[src/rtl/ad7606_par_reader.sv]
`default_nettype none
// ============================================================================
// Module   : ad7606_par_reader
// Purpose  : Conversion scheduler and parallel-readout controller for the
//            AD7606. Starts a conversion every SAMPLE_DIV cycles, drives the
//            CONVST/RESET/CS/RD pins, follows BUSY through a two-flop
//            synchronizer and emits the eight 16-bit channel words of each
//            frame as a valid-only sample stream.
// Ports    : sys_clk, rst (async, active-high)
//            enable, os_cfg[2:0], range_cfg        - control / configuration
//            adc_reset, adc_convst_a/b, adc_cs_n,
//            adc_rd_n, adc_os[2:0], adc_range      - AD7606 pins
//            adc_busy, adc_data[15:0]              - AD7606 status / data bus
//            smp_valid, smp_ch[2:0], smp_data[15:0],
//            smp_last                              - sample stream
//            overrun (sticky), busy_timeout (pulse) - status
// Option   : define ADC_TEST_PATTERN_EN to replace the captured bus value by
//            {channel, frame_cnt[12:0]}; pin timing is identical.
// Timing parameters must fit in 16 bits.
// Revision : 1.0 - initial release
// ============================================================================
module ad7606_par_reader #(
    parameter int SAMPLE_DIV   = 1000,
    parameter int RESET_CYCLES = 10,
    parameter int CONVST_LOW   = 4,
    parameter int RD_LOW       = 3,
    parameter int RD_HIGH      = 2,
    parameter int BUSY_TO      = 255
) (
    input  logic        sys_clk,
    input  logic        rst,
    input  logic        enable,
    input  logic [2:0]  os_cfg,
    input  logic        range_cfg,
    output logic        adc_reset,
    output logic        adc_convst_a,
    output logic        adc_convst_b,
    output logic        adc_cs_n,
    output logic        adc_rd_n,
    output logic [2:0]  adc_os,
    output logic        adc_range,
    input  logic        adc_busy,
    input  logic [15:0] adc_data,
    output logic        smp_valid,
    output logic [2:0]  smp_ch,
    output logic [15:0] smp_data,
    output logic        smp_last,
    output logic        overrun,
    output logic        busy_timeout
);

    localparam logic [15:0] c_TMR_LAST  = 16'(SAMPLE_DIV - 1);
    localparam logic [15:0] c_RST_LAST  = 16'(RESET_CYCLES - 1);
    localparam logic [15:0] c_CONV_LAST = 16'(CONVST_LOW - 1);
    localparam logic [15:0] c_BTO_LAST  = 16'(BUSY_TO - 1);
    localparam logic [15:0] c_RDL_LAST  = 16'(RD_LOW - 1);
    localparam logic [15:0] c_RDH_LAST  = 16'(RD_HIGH - 1);

    typedef enum logic [2:0] {
        ST_ARST = 3'd0,
        ST_IDLE = 3'd1,
        ST_CONV = 3'd2,
        ST_WBH  = 3'd3,
        ST_WBL  = 3'd4,
        ST_READ = 3'd5
    } state_t;

    // ------------------------------------------------------------------
    // Registered state
    // ------------------------------------------------------------------
    state_t      r_state;
    logic [15:0] r_tmr;
    logic [15:0] r_cnt;        // per-state cycle counter
    logic [2:0]  r_ch;         // channel currently being read
    logic        r_rd_low;     // READ sub-phase: 1 = RD low, 0 = RD high gap
    logic        r_words_done; // all eight words read, waiting to release CS
    logic        r_busy_s1;
    logic        r_busy_s2;
    logic        r_adc_reset;
    logic        r_convst;
    logic        r_cs_n;
    logic        r_rd_n;
    logic [2:0]  r_os;
    logic        r_range;
    logic        r_smp_valid;
    logic [2:0]  r_smp_ch;
    logic [15:0] r_smp_data;
    logic        r_smp_last;
    logic        r_overrun;
    logic        r_busy_to;
`ifdef ADC_TEST_PATTERN_EN
    logic [12:0] r_frame_cnt;
    logic [12:0] w_frame_cnt_nxt;
`endif

    // ------------------------------------------------------------------
    // Next-state values
    // ------------------------------------------------------------------
    state_t      w_state_nxt;
    logic [15:0] w_tmr_nxt;
    logic [15:0] w_cnt_nxt;
    logic [2:0]  w_ch_nxt;
    logic        w_rd_low_nxt;
    logic        w_words_done_nxt;
    logic        w_adc_reset_nxt;
    logic        w_convst_nxt;
    logic        w_cs_n_nxt;
    logic        w_rd_n_nxt;
    logic [2:0]  w_os_nxt;
    logic        w_range_nxt;
    logic        w_smp_valid_nxt;
    logic [2:0]  w_smp_ch_nxt;
    logic [15:0] w_smp_data_nxt;
    logic        w_smp_last_nxt;
    logic        w_overrun_nxt;
    logic        w_busy_to_nxt;
    logic        w_tick;
    logic [15:0] w_word;

    // The timer is forced to 0 while disabled, so a tick can only occur
    // with enable high.
    assign w_tick = enable && (r_tmr == c_TMR_LAST);

`ifdef ADC_TEST_PATTERN_EN
    assign w_word = {r_ch, r_frame_cnt};
`else
    assign w_word = adc_data;
`endif

    always_comb begin
        w_state_nxt      = r_state;
        w_tmr_nxt        = r_tmr;
        w_cnt_nxt        = r_cnt;
        w_ch_nxt         = r_ch;
        w_rd_low_nxt     = r_rd_low;
        w_words_done_nxt = r_words_done;
        w_adc_reset_nxt  = r_adc_reset;
        w_convst_nxt     = r_convst;
        w_cs_n_nxt       = r_cs_n;
        w_rd_n_nxt       = r_rd_n;
        w_os_nxt         = r_os;
        w_range_nxt      = r_range;
        w_smp_valid_nxt  = 1'b0;
        w_smp_ch_nxt     = r_smp_ch;
        w_smp_data_nxt   = r_smp_data;
        w_smp_last_nxt   = r_smp_last;
        w_overrun_nxt    = r_overrun;
        w_busy_to_nxt    = 1'b0;
`ifdef ADC_TEST_PATTERN_EN
        w_frame_cnt_nxt  = r_frame_cnt;
`endif

        // Sample timer
        if (!enable || w_tick) begin
            w_tmr_nxt = 16'd0;
        end else begin
            w_tmr_nxt = r_tmr + 16'd1;
        end

        // A tick is only consumed in IDLE; anywhere else it is lost.
        if (w_tick && (r_state != ST_IDLE)) begin
            w_overrun_nxt = 1'b1;
        end

        case (r_state)
            ST_ARST: begin
                if (r_cnt == c_RST_LAST) begin
                    w_state_nxt     = ST_IDLE;
                    w_adc_reset_nxt = 1'b0;
                    w_cnt_nxt       = 16'd0;
                end else begin
                    w_cnt_nxt = r_cnt + 16'd1;
                end
            end

            ST_IDLE: begin
                w_os_nxt    = os_cfg;
                w_range_nxt = range_cfg;
                if (w_tick) begin
                    w_state_nxt  = ST_CONV;
                    w_convst_nxt = 1'b0;
                    w_cnt_nxt    = 16'd0;
                end
            end

            ST_CONV: begin
                if (r_cnt == c_CONV_LAST) begin
                    w_state_nxt  = ST_WBH;
                    w_convst_nxt = 1'b1;
                    w_cnt_nxt    = 16'd0;
                end else begin
                    w_cnt_nxt = r_cnt + 16'd1;
                end
            end

            ST_WBH: begin
                if (r_busy_s2) begin
                    w_state_nxt = ST_WBL;
                    w_cnt_nxt   = 16'd0;
                end else if (r_cnt == c_BTO_LAST) begin
                    w_state_nxt   = ST_IDLE;
                    w_busy_to_nxt = 1'b1;
                    w_cnt_nxt     = 16'd0;
                end else begin
                    w_cnt_nxt = r_cnt + 16'd1;
                end
            end

            ST_WBL: begin
                if (!r_busy_s2) begin
                    // CS falls now; presetting the gap counter to its last
                    // value makes the CS-to-RD setup exactly one cycle.
                    w_state_nxt      = ST_READ;
                    w_cs_n_nxt       = 1'b0;
                    w_ch_nxt         = 3'd0;
                    w_rd_low_nxt     = 1'b0;
                    w_words_done_nxt = 1'b0;
                    w_cnt_nxt        = c_RDH_LAST;
                end
            end

            ST_READ: begin
                if (r_rd_low) begin
                    if (r_cnt == c_RDL_LAST) begin
                        // Last RD-low cycle: capture and release RD.
                        w_rd_n_nxt      = 1'b1;
                        w_rd_low_nxt    = 1'b0;
                        w_smp_valid_nxt = 1'b1;
                        w_smp_ch_nxt    = r_ch;
                        w_smp_data_nxt  = w_word;
                        w_smp_last_nxt  = (r_ch == 3'd7);
                        if (r_ch == 3'd7) begin
                            // One-cycle RD-high hold before CS rises.
                            w_words_done_nxt = 1'b1;
                            w_cnt_nxt        = c_RDH_LAST;
                        end else begin
                            w_ch_nxt  = r_ch + 3'd1;
                            w_cnt_nxt = 16'd0;
                        end
                    end else begin
                        w_cnt_nxt = r_cnt + 16'd1;
                    end
                end else begin
                    if (r_cnt == c_RDH_LAST) begin
                        if (r_words_done) begin
                            w_state_nxt = ST_IDLE;
                            w_cs_n_nxt  = 1'b1;
                            w_cnt_nxt   = 16'd0;
`ifdef ADC_TEST_PATTERN_EN
                            w_frame_cnt_nxt = r_frame_cnt + 13'd1;
`endif
                        end else begin
                            w_rd_n_nxt   = 1'b0;
                            w_rd_low_nxt = 1'b1;
                            w_cnt_nxt    = 16'd0;
                        end
                    end else begin
                        w_cnt_nxt = r_cnt + 16'd1;
                    end
                end
            end

            default: begin
                w_state_nxt = ST_IDLE;
                w_cnt_nxt   = 16'd0;
            end
        endcase
    end

    always_ff @(posedge sys_clk or posedge rst) begin
        if (rst) begin
            r_state      <= ST_ARST;
            r_tmr        <= 16'd0;
            r_cnt        <= 16'd0;
            r_ch         <= 3'd0;
            r_rd_low     <= 1'b0;
            r_words_done <= 1'b0;
            r_busy_s1    <= 1'b0;
            r_busy_s2    <= 1'b0;
            r_adc_reset  <= 1'b1;
            r_convst     <= 1'b1;
            r_cs_n       <= 1'b1;
            r_rd_n       <= 1'b1;
            r_os         <= 3'd0;
            r_range      <= 1'b0;
            r_smp_valid  <= 1'b0;
            r_smp_ch     <= 3'd0;
            r_smp_data   <= 16'd0;
            r_smp_last   <= 1'b0;
            r_overrun    <= 1'b0;
            r_busy_to    <= 1'b0;
`ifdef ADC_TEST_PATTERN_EN
            r_frame_cnt  <= 13'd0;
`endif
        end else begin
            r_busy_s1    <= adc_busy;
            r_busy_s2    <= r_busy_s1;
            r_state      <= w_state_nxt;
            r_tmr        <= w_tmr_nxt;
            r_cnt        <= w_cnt_nxt;
            r_ch         <= w_ch_nxt;
            r_rd_low     <= w_rd_low_nxt;
            r_words_done <= w_words_done_nxt;
            r_adc_reset  <= w_adc_reset_nxt;
            r_convst     <= w_convst_nxt;
            r_cs_n       <= w_cs_n_nxt;
            r_rd_n       <= w_rd_n_nxt;
            r_os         <= w_os_nxt;
            r_range      <= w_range_nxt;
            r_smp_valid  <= w_smp_valid_nxt;
            r_smp_ch     <= w_smp_ch_nxt;
            r_smp_data   <= w_smp_data_nxt;
            r_smp_last   <= w_smp_last_nxt;
            r_overrun    <= w_overrun_nxt;
            r_busy_to    <= w_busy_to_nxt;
`ifdef ADC_TEST_PATTERN_EN
            r_frame_cnt  <= w_frame_cnt_nxt;
`endif
        end
    end

    assign adc_reset    = r_adc_reset;
    assign adc_convst_a = r_convst;
    assign adc_convst_b = r_convst;
    assign adc_cs_n     = r_cs_n;
    assign adc_rd_n     = r_rd_n;
    assign adc_os       = r_os;
    assign adc_range    = r_range;
    assign smp_valid    = r_smp_valid;
    assign smp_ch       = r_smp_ch;
    assign smp_data     = r_smp_data;
    assign smp_last     = r_smp_last;
    assign overrun      = r_overrun;
    assign busy_timeout = r_busy_to;

endmodule
`default_nettype wire

[config.mk]
export PLATFORM = sky130hd
export DESIGN_NAME = ad7606_par_reader
export DESIGN_NICKNAME = d
export VERILOG_FILES = /design/src/rtl/ad7606_par_reader.sv
export SDC_FILE = /design/constraint.sdc
export NUM_CORES = 1
export LEC_CHECK = 0
export BUFFER_PORTS_ARGS = -buffer_cell sky130_fd_sc_hd__buf_2
export CAP_MARGIN = 20
export CORE_MARGIN = 3
export CORE_UTILIZATION = 45
export CTS_BUF_LIST = sky130_fd_sc_hd__clkbuf_4 sky130_fd_sc_hd__clkbuf_8
export CTS_CLUSTER_DIAMETER = 60
export CTS_CLUSTER_SIZE = 14
export DETAILED_ROUTE_END_ITERATION = 8
export PLACE_DENSITY = 0.66
export RECOVER_POWER = 25
export REMOVE_ABC_BUFFERS = 1
export SETUP_SLACK_MARGIN = 0.5
export SYNTH_ARGS = -nofsm -noshare
export SYNTH_HDL_FRONTEND = slang
export SYNTH_SLANG_ARGS = --single-unit
[constraint.sdc]
create_clock -name sys_clk -period 6.8 [get_ports sys_clk]
set_input_delay 0.68 -clock sys_clk [delete_from_list [all_inputs] [get_ports sys_clk]]
set_output_delay 0.68 -clock sys_clk [all_outputs]
set_load 0.01 [all_outputs]
### Yosys cells after proc, flatten, opt, wreduce, memory -nomap -nowiden

Cells that the tools add are included.

* equality and inequality tests: 27
* shifts and indexed selects: 0
* divide/modulo/power cells: 0
* reductions and logical operators: 18
* multipliers: 0
* $add $sub $neg: 3
* bitwise gates (word level): 0
* muxes and demuxes: 54
* magnitude comparators: 0

Operators with widths (number)
* $mux 16: 10
* $pmux 16 s6: 1
* $mux 3: 13
* $add 16x1->16 const B: 2
* $eq 16x2->1 const B: 2
* $mux 1: 24
* $ne 2x2->1 const B: 12
* $pmux 3 s6: 1
* $eq 16x1->1 const B: 1
* $eq 16x10->1 const B: 1
* $eq 16x4->1 const B: 1
* $eq 16x8->1 const B: 1
* $reduce_and 5->1: 3
* $eq 3x3->1 const B: 3
* $pmux 1 s2: 4
* $reduce_and 8->1: 1
* $eq 3x2->1 const B: 2
* $pmux 3 s2: 1
* $reduce_and 2->1: 3
* $reduce_and 3->1: 2
* $reduce_bool 2->1: 3
* $reduce_and 4->1: 1
* $add 3x1->3 const B: 1
* $eq 3x1->1 const B: 1
* other kinds (7): 8

* latch bits: 0
* memories: 0
* bits in registers: 73
* memory bits (read-only): 0
* RAM bits: 0
* logic and storage cells: 122

### Depth between registers and ports, before layout

Gate-level depths: netlist of the first run.

* depth after elaboration: 5
* mapped depth: 11
* mapped depth without buffers: 8

### Least setup slack after synthesis of the first run

OpenSTA, ideal clock, no wires.

* path kind: register to register
* start point: register r_cnt[0]
* end point: register r_cnt[13]
* library setup time: 0.076 ns
* data required time: 6.724 ns
* data arrival time: 2.123 ns
* slack: 4.601 ns
* cell stages (with the launch flop): 11
* period minus slack after synthesis: 2.199 ns
* path through: dfrtp_1 -> inv_1 -> ha_1 -> buf_2 -> and3_1 -> a41oi_1 -> a21oi_1 -> and3_1 -> buf_6 -> or4_1 -> o21ai_1

* word-level cells in the longest chain between the ends: 4
* elaborated cells between the ends (all ways): 14

RTL lines
* start: declaration: RTL line 73 `logic [15:0] r_cnt;`
* start signal: assignment: RTL line 300 `r_cnt <= w_cnt_nxt;`
* $add 16x1->16 (tied with other cells)
* $mux 16, on equally long branches: RTL line 244, 200, 224
* $mux 16, on equally long branches: RTL line 223, 197
* $pmux 16 s6 (*): RTL line 165 `case (r_state)`

Mark *: on every way between the ends. The rest lies on a longest branch, timed or not.
A chain may end at the register's enable or synchronous reset.

==> out/metrics.cfg, run 1 <==
[status]
outcome = finished, violations left
failed_checks = max-capacitance violations, max-slew violations

[clocking]
cts_made_buffers = 9
cts_setup_buffers = 0
post_cts_resized = 0
worst_skew_pair.late_latency_ns = 0.35
cts_root_buffer = clkbuf_8
cts_max_path_buffers = 2
numClockSinks = 73
cts_hold_bufs = 0
h-tree-depth = 3
worst_setup_hold_path_clk_slew_ns = 0.07
tritoncts = built

[critical_path]
critPathKind = input port to asynchronous set/reset pin
cp_max_fanout = 73
timing.critical_path.from_type = input port
regToRegSetupSlack_ns = 4.07
crit_required_ns = 6.40
critPathCaptureType = asynchronous set/reset pin
crit_arrival_ns = 3.47

[timing]
clock.fmax_mhz = 258.6
worst_slew_pin_slew_ns = 3.726
setup_viol_count_final = 0
final_period_minus_worst_setup_slack_ns = 3.867
timing.final.crit_share_pct = 56.87
totalNegativeSetupSlack_ns = 0
clock_skews_ns = 0.01154
relSlewSlack_pct = -148.4
timing.final.max_slew_violations = 74
final_hold_viol_count = 0
unrepaired_setup_endpoints_after_global_routing = false

[floorplan]
fp.dieArea_mm2 = 0.009133
start_util_pct = 46.47
design.core.area_mm2 = 0.007767
io-pin-count = 56
dieHeight_um = 95.57
placement_rows = 32
die_w_um = 95.57

[finish]
num-nets-final = 415
synthToLayoutAreaGrowth_pct = 14.45
post_layout_nonfiller_instances = 492
layout.cells.most_common_list = 69 x dfrtp_1, 55 x buf_2, 28 x nor2_1
fraction_of_layout_instances_using_a_drive_strength_above_1_pct = 28.46
commonest_non_fill_non_tap_cell_in_the_layout = dfrtp_1
nFillCells = 697
diodes = 0

[synthesis]
synth_area_per_cell_um2 = 10.78
synth_seq_area_share_pct = 50.75
yosysWarnings = 0
post_synth_main_area_contributors = dfrtp_1 48%, mux2_2 6.9%, dfstp_2 2.9%, nor2_1 2.9%, o21ai_0 2.8%
synth_top_flop_cell = dfrtp_1
synthesized_flop_and_latch_total = 73
syn_area_mm2 = 0.003610
synthDominantAreaCellType = dfrtp_1
synth_enable_flop_cells = 0
synth_largest_type_area_fraction_pct = 47.83
synthesis.instances = 335
synth_async_sr_flop_share_pct = 100.0
yosysUniqueCellTypes = 58

[global_route]
first_pass_grt_wire_length_um = 11520
global_route_congestion_overflow_total = 0
grt_usage_pct = 16.01
via_count_of_the_first_global_routing_pass = 2559
grt_start_max_net_pins = 74
grt_antenna_before_repair = 0

[route]
num_vias = 2614
first_iter_violations = 123
route.final.wire_length_um = 6919
postRouteAntennaNets = 0
post-route-drc-count = 0
post_drt_wl_per_cell_um = 14.06
route.detailed.vias_per_inst = 5.313
detailedRoute.firstPassIterationCount = 4

[worst_hold_path]
timing.hold.worst.class = flop to flop

[power_and_ir_drop]
power.ir.vdd_worst_uv = 93.48
p_leak_nw = 1.838
power.density_mw_per_mm2 = 206.4

[place]
numPortBuffers = 55
dp_hpwl_um = 4835
place.detailed.instances = 475
routabilityCongestion = 0.7937

[job]
drv.max_cap_violation_count = 1

stage by stage:
stage               power, mW  util, %  hold slack (ns)  cell area [um2]  setup slack [ns]
finish                 0.8527    53.19           0.3523             4131             2.933
global route           0.8831    53.19           0.3657             4131             2.122
CTS                    0.8663    53.04           0.3542             4120             3.881
detailed placement     0.4863    50.19           0.3362             3899             3.880
global placement       0.4854    50.19           0.3336             3899             3.957
floorplan              0.4693        -           0.3312             3488             4.273
critical path: stages:
cell and delay (ns):
buf_2 0.09, inv_1 0.04, clkbuf_1 2.62
synth_stat cells, drive strengths merged, types with 2 or more instances:
cell / number
dfrtp: 69
nor2: 28
mux2: 23
nand2: 23
o21ai: 22
a21oi: 18
buf: 16
nand3: 13
and3: 11
xnor2: 11
nand4: 7
nor4: 7
xor2: 7
a21o: 6
ha: 6
inv: 6
nor3: 6
and2: 4
and4: 4
dfstp: 4
or3: 4
a32o: 3
nand3b: 3
nor2b: 3
nor3b: 3
o31ai: 3
a41oi: 2
clkbuf: 2
o22ai: 2
or4b: 2
cell families after synthesis:
logic type | Yosys count | share of synthesized area [%]
buf+inv | 24 | 3.986
mux | 24 | 7.452
xor+xnor | 18 | 4.367
compound gates | 64 | 11.58
flops | 73 | 50.75
fa+ha+maj | 6 | 2.080
simple gates | 126 | 19.79
where the power goes:
group | internal (mW) | total (mW) | switching, mW
Combinational | 0.0132 | 0.0310 | 0.0178
Sequential | 0.441 | 0.445 | 0.00404
Clock | 0.213 | 0.377 | 0.164
final cells by class:
class                           count  area, um2  share of cell area (%)
Sequential cell                    73       1832                   44.34
Clock buffer                       10      131.4                   3.180
Timing Repair Buffer               57      294.0                   7.117
Clock inverter                      6      90.09                   2.180
Multi-Input combinational cell    238       1634                   39.55
Inverter                            6      22.52                  0.5451
Tap cell                          102      127.6                   3.089
routing by layer:
| metal | track usage [%] | share of wire [%] | vias up |
|---|---|---|---|
| met2 | 25.94 | 48 | 49 |
| met3 | 4.893 | 4.0 | 6 |
| met5 | 0 | 0 | - |
| li1 | - | - | 1302 |
| met1 | 20.51 | 47 | 1257 |
| met4 | 4.976 | 0.68 | 0 |
sequential cells by signal, indices dropped and copies added (netlist names), 3 cells and up:
signal and flops:
smp_ch 3, smp_data 16, r_cnt 16, adc_os 3, r_tmr 16, r_state 3, r_ch 3
path summary, 6_finish.rpt:
kind,start,cells after the start,endpoint
worst max register to register,r_cnt[0],8,r_cnt[12]
worst min-delay path,r_busy_s1,0,r_busy_s2
worst min register to register,r_busy_s1,0,r_busy_s2
min in group asynchronous,rst,3,r_tmr[6]
worst max-delay path,rst,3,r_cnt[5]
max in group sys_clk,r_cnt[0],8,r_cnt[12]
No activity file was read; power rests on OpenSTA's default activity.
==> inputs of run 2 (changes only) <==
==> constraint.sdc (replaced) <==
create_clock -name sys_clk -period 3.96 [get_ports sys_clk]
set_input_delay 0.396 -clock sys_clk [delete_from_list [all_inputs] [get_ports sys_clk]]
set_output_delay 0.396 -clock sys_clk [all_outputs]
set_load 0.01 [all_outputs]
==> out/metrics.cfg, run 2 (same netlist as run 1, synthesis figures left out) <==
[status]
outcome = finished, violations left
failed_checks = max-capacitance violations, max-slew violations

[finish]
synthToLayoutAreaGrowth_pct = 14.84
nFillCells = 707  ; +1.4%
diodes = 0  ; unchanged
commonest_non_fill_non_tap_cell_in_the_layout = dfrtp_1
fraction_of_layout_instances_using_a_drive_strength_above_1_pct = 28.83  ; +0.36 points
num-nets-final = 417  ; +0.48%
layout.cells.most_common_list = 69 x dfrtp_1, 55 x buf_2, 28 x nor2_1

[timing]
clock_skews_ns = 0.009817  ; -0.001719 ns
totalNegativeSetupSlack_ns = 0  ; unchanged
final_hold_viol_count = 0  ; unchanged
timing.final.max_slew_violations = 35  ; -53%
final_period_minus_worst_setup_slack_ns = 2.627
timing.final.crit_share_pct = 66.35
timing.hold.ws_ns = 0.09700  ; -0.2553 ns
clock.fmax_mhz = 380.6
relSlewSlack_pct = -15.53  ; +130 points
unrepaired_setup_endpoints_after_global_routing = false
worst_slew_pin_slew_ns = 1.733  ; -1.993 ns
setup_viol_count_final = 0  ; unchanged

[floorplan]
design.core.area_mm2 = 0.007767  ; unchanged
start_util_pct = 46.47  ; unchanged
dieHeight_um = 95.57  ; unchanged
die_w_um = 95.57  ; unchanged
io-pin-count = 56  ; unchanged
placement_rows = 32  ; unchanged
fp.dieArea_mm2 = 0.009133  ; unchanged

[critical_path]
cp_max_fanout = 19  ; -74%
critPathKind = flop to flop
critPathCaptureType = flop
timing.critical_path.from_type = flop
reg2regPathDepth = 8  ; unchanged
crit_required_ns = 4.20  ; -2.20 ns
crit_arrival_ns = 2.87  ; -0.60 ns

[job]
drv.max_cap_violation_count = 1  ; unchanged

[power_and_ir_drop]
power.clock.fraction_pct = 44.5  ; +0.3 points
power_switching_mw = 0.3205  ; +73%
power.ir.vdd_worst_uv = 275.7  ; +190%
netSwitchingFraction_pct = 21.73  ; -0.046 points
p_leak_nw = 1.847  ; +0.49%
p_total_mw = 1.475  ; +73%
p_int_mw = 1.155  ; +73%
comb_power_share_pct = 3.7  ; about the same
seq_power_share_pct = 51.8  ; -0.4 points
power.density_mw_per_mm2 = 355.9  ; +72%

[route]
postRouteAntennaNets = 0  ; unchanged
first_iter_violations = 114  ; -7.3%
num_vias = 2611  ; -0.11%
route.detailed.vias_per_inst = 5.285  ; -0.52%
route.final.wire_length_um = 6951  ; +0.46%
post_drt_wl_per_cell_um = 14.07  ; about the same
post-route-drc-count = 0  ; unchanged
detailedRoute.firstPassIterationCount = 5  ; +1

[clocking]
cts_max_path_buffers = 2  ; unchanged
numClockSinks = 73  ; unchanged
tritoncts = built
cts_made_buffers = 9  ; unchanged
cts_setup_buffers = 0  ; unchanged
worst_setup_hold_path_clk_slew_ns = 0.08  ; about the same
post_cts_resized = 0  ; unchanged
cts_hold_bufs = 0  ; unchanged
worst_skew_pair.late_latency_ns = 0.34  ; about the same
cts_root_buffer = clkbuf_8
h-tree-depth = 3  ; unchanged

[worst_hold_path]
timing.hold.worst.class = input port to asynchronous set/reset pin

[place]
numPortBuffers = 55  ; unchanged
dp_hpwl_um = 4785  ; -1.0%
routabilityCongestion = 0.8663  ; +9.1%

[global_route]
grt_start_max_net_pins = 51  ; -31%
via_count_of_the_first_global_routing_pass = 2484  ; -2.9%
global_route_congestion_overflow_total = 0  ; unchanged
first_pass_grt_wire_length_um = 11440  ; -0.72%
grt_antenna_before_repair = 0  ; unchanged
grt_usage_pct = 16.04  ; +0.033 points

run 2: per-stage QoR:
step,setup slack (ns),util [%],area (um2),instances
after global routing,1.062,53.37,4145,494
after floorplan,1.527,-,3488,317
after global placement,1.434,50.39,3914,477
after CTS,1.353,53.32,4141,493
final,1.333,53.37,4145,494
after detailed placement,1.369,50.39,3914,477
run 2: area by class of cell:
class / count / area (um2) / area share [%]
sequential: 73 / 1832 / 44.19
multi-input combinational: 238 / 1634 / 39.42
timing repair buffer: 59 / 301.5 / 7.274
clock buffer: 10 / 137.6 / 3.320
tap: 102 / 127.6 / 3.079
clock inverter: 6 / 90.09 / 2.173
inverter: 6 / 22.52 / 0.5433
run 2: power groups by stage:
stage | Sequential [mW] | Clock (mW) | Combinational (mW)
floorplan | 0.782 | 0 | 0.0236
global placement | 0.778 | 0 | 0.0554
detailed placement | 0.778 | 0 | 0.0566
CTS | 0.764 | 0.677 | 0.0571
global route | 0.765 | 0.709 | 0.0623
finish | 0.764 | 0.657 | 0.0545
run 2: worst max-delay path: stages (launching register included):
cell and delay [ns]:
dfrtp_1 0.45, inv_1 0.11, ha_1 0.35, and3_1 0.23, a41oi_1 0.11, a21oi_1 0.27
and3_1 0.61, o21ai_0 0.19, a21o_1 0.20
run 2: final timing paths:
path | slack, ns | endpoint | start
max | 1.33 | r_cnt[9] | r_cnt[0]
min | 0.1 | smp_data[2] | rst
max reg2reg | 1.33 | r_cnt[9] | r_cnt[0]
min reg2reg | 0.37 | r_busy_s2 | r_busy_s1
max in group asynchronous | 1.65 | adc_reset | rst
min in group sys_clk | 0.16 | r_busy_s1 | adc_busy
run 2: per-layer routing:
metal,wire length [um],up-vias,track usage (%),share of wire (%)
met5,0,-,0,0
met4,38,0,4.739,0.55
met3,300,6,4.815,4.3
met2,3306,44,25.54,48
met1,3305,1252,21.13,48
li1,-,1309,-,-
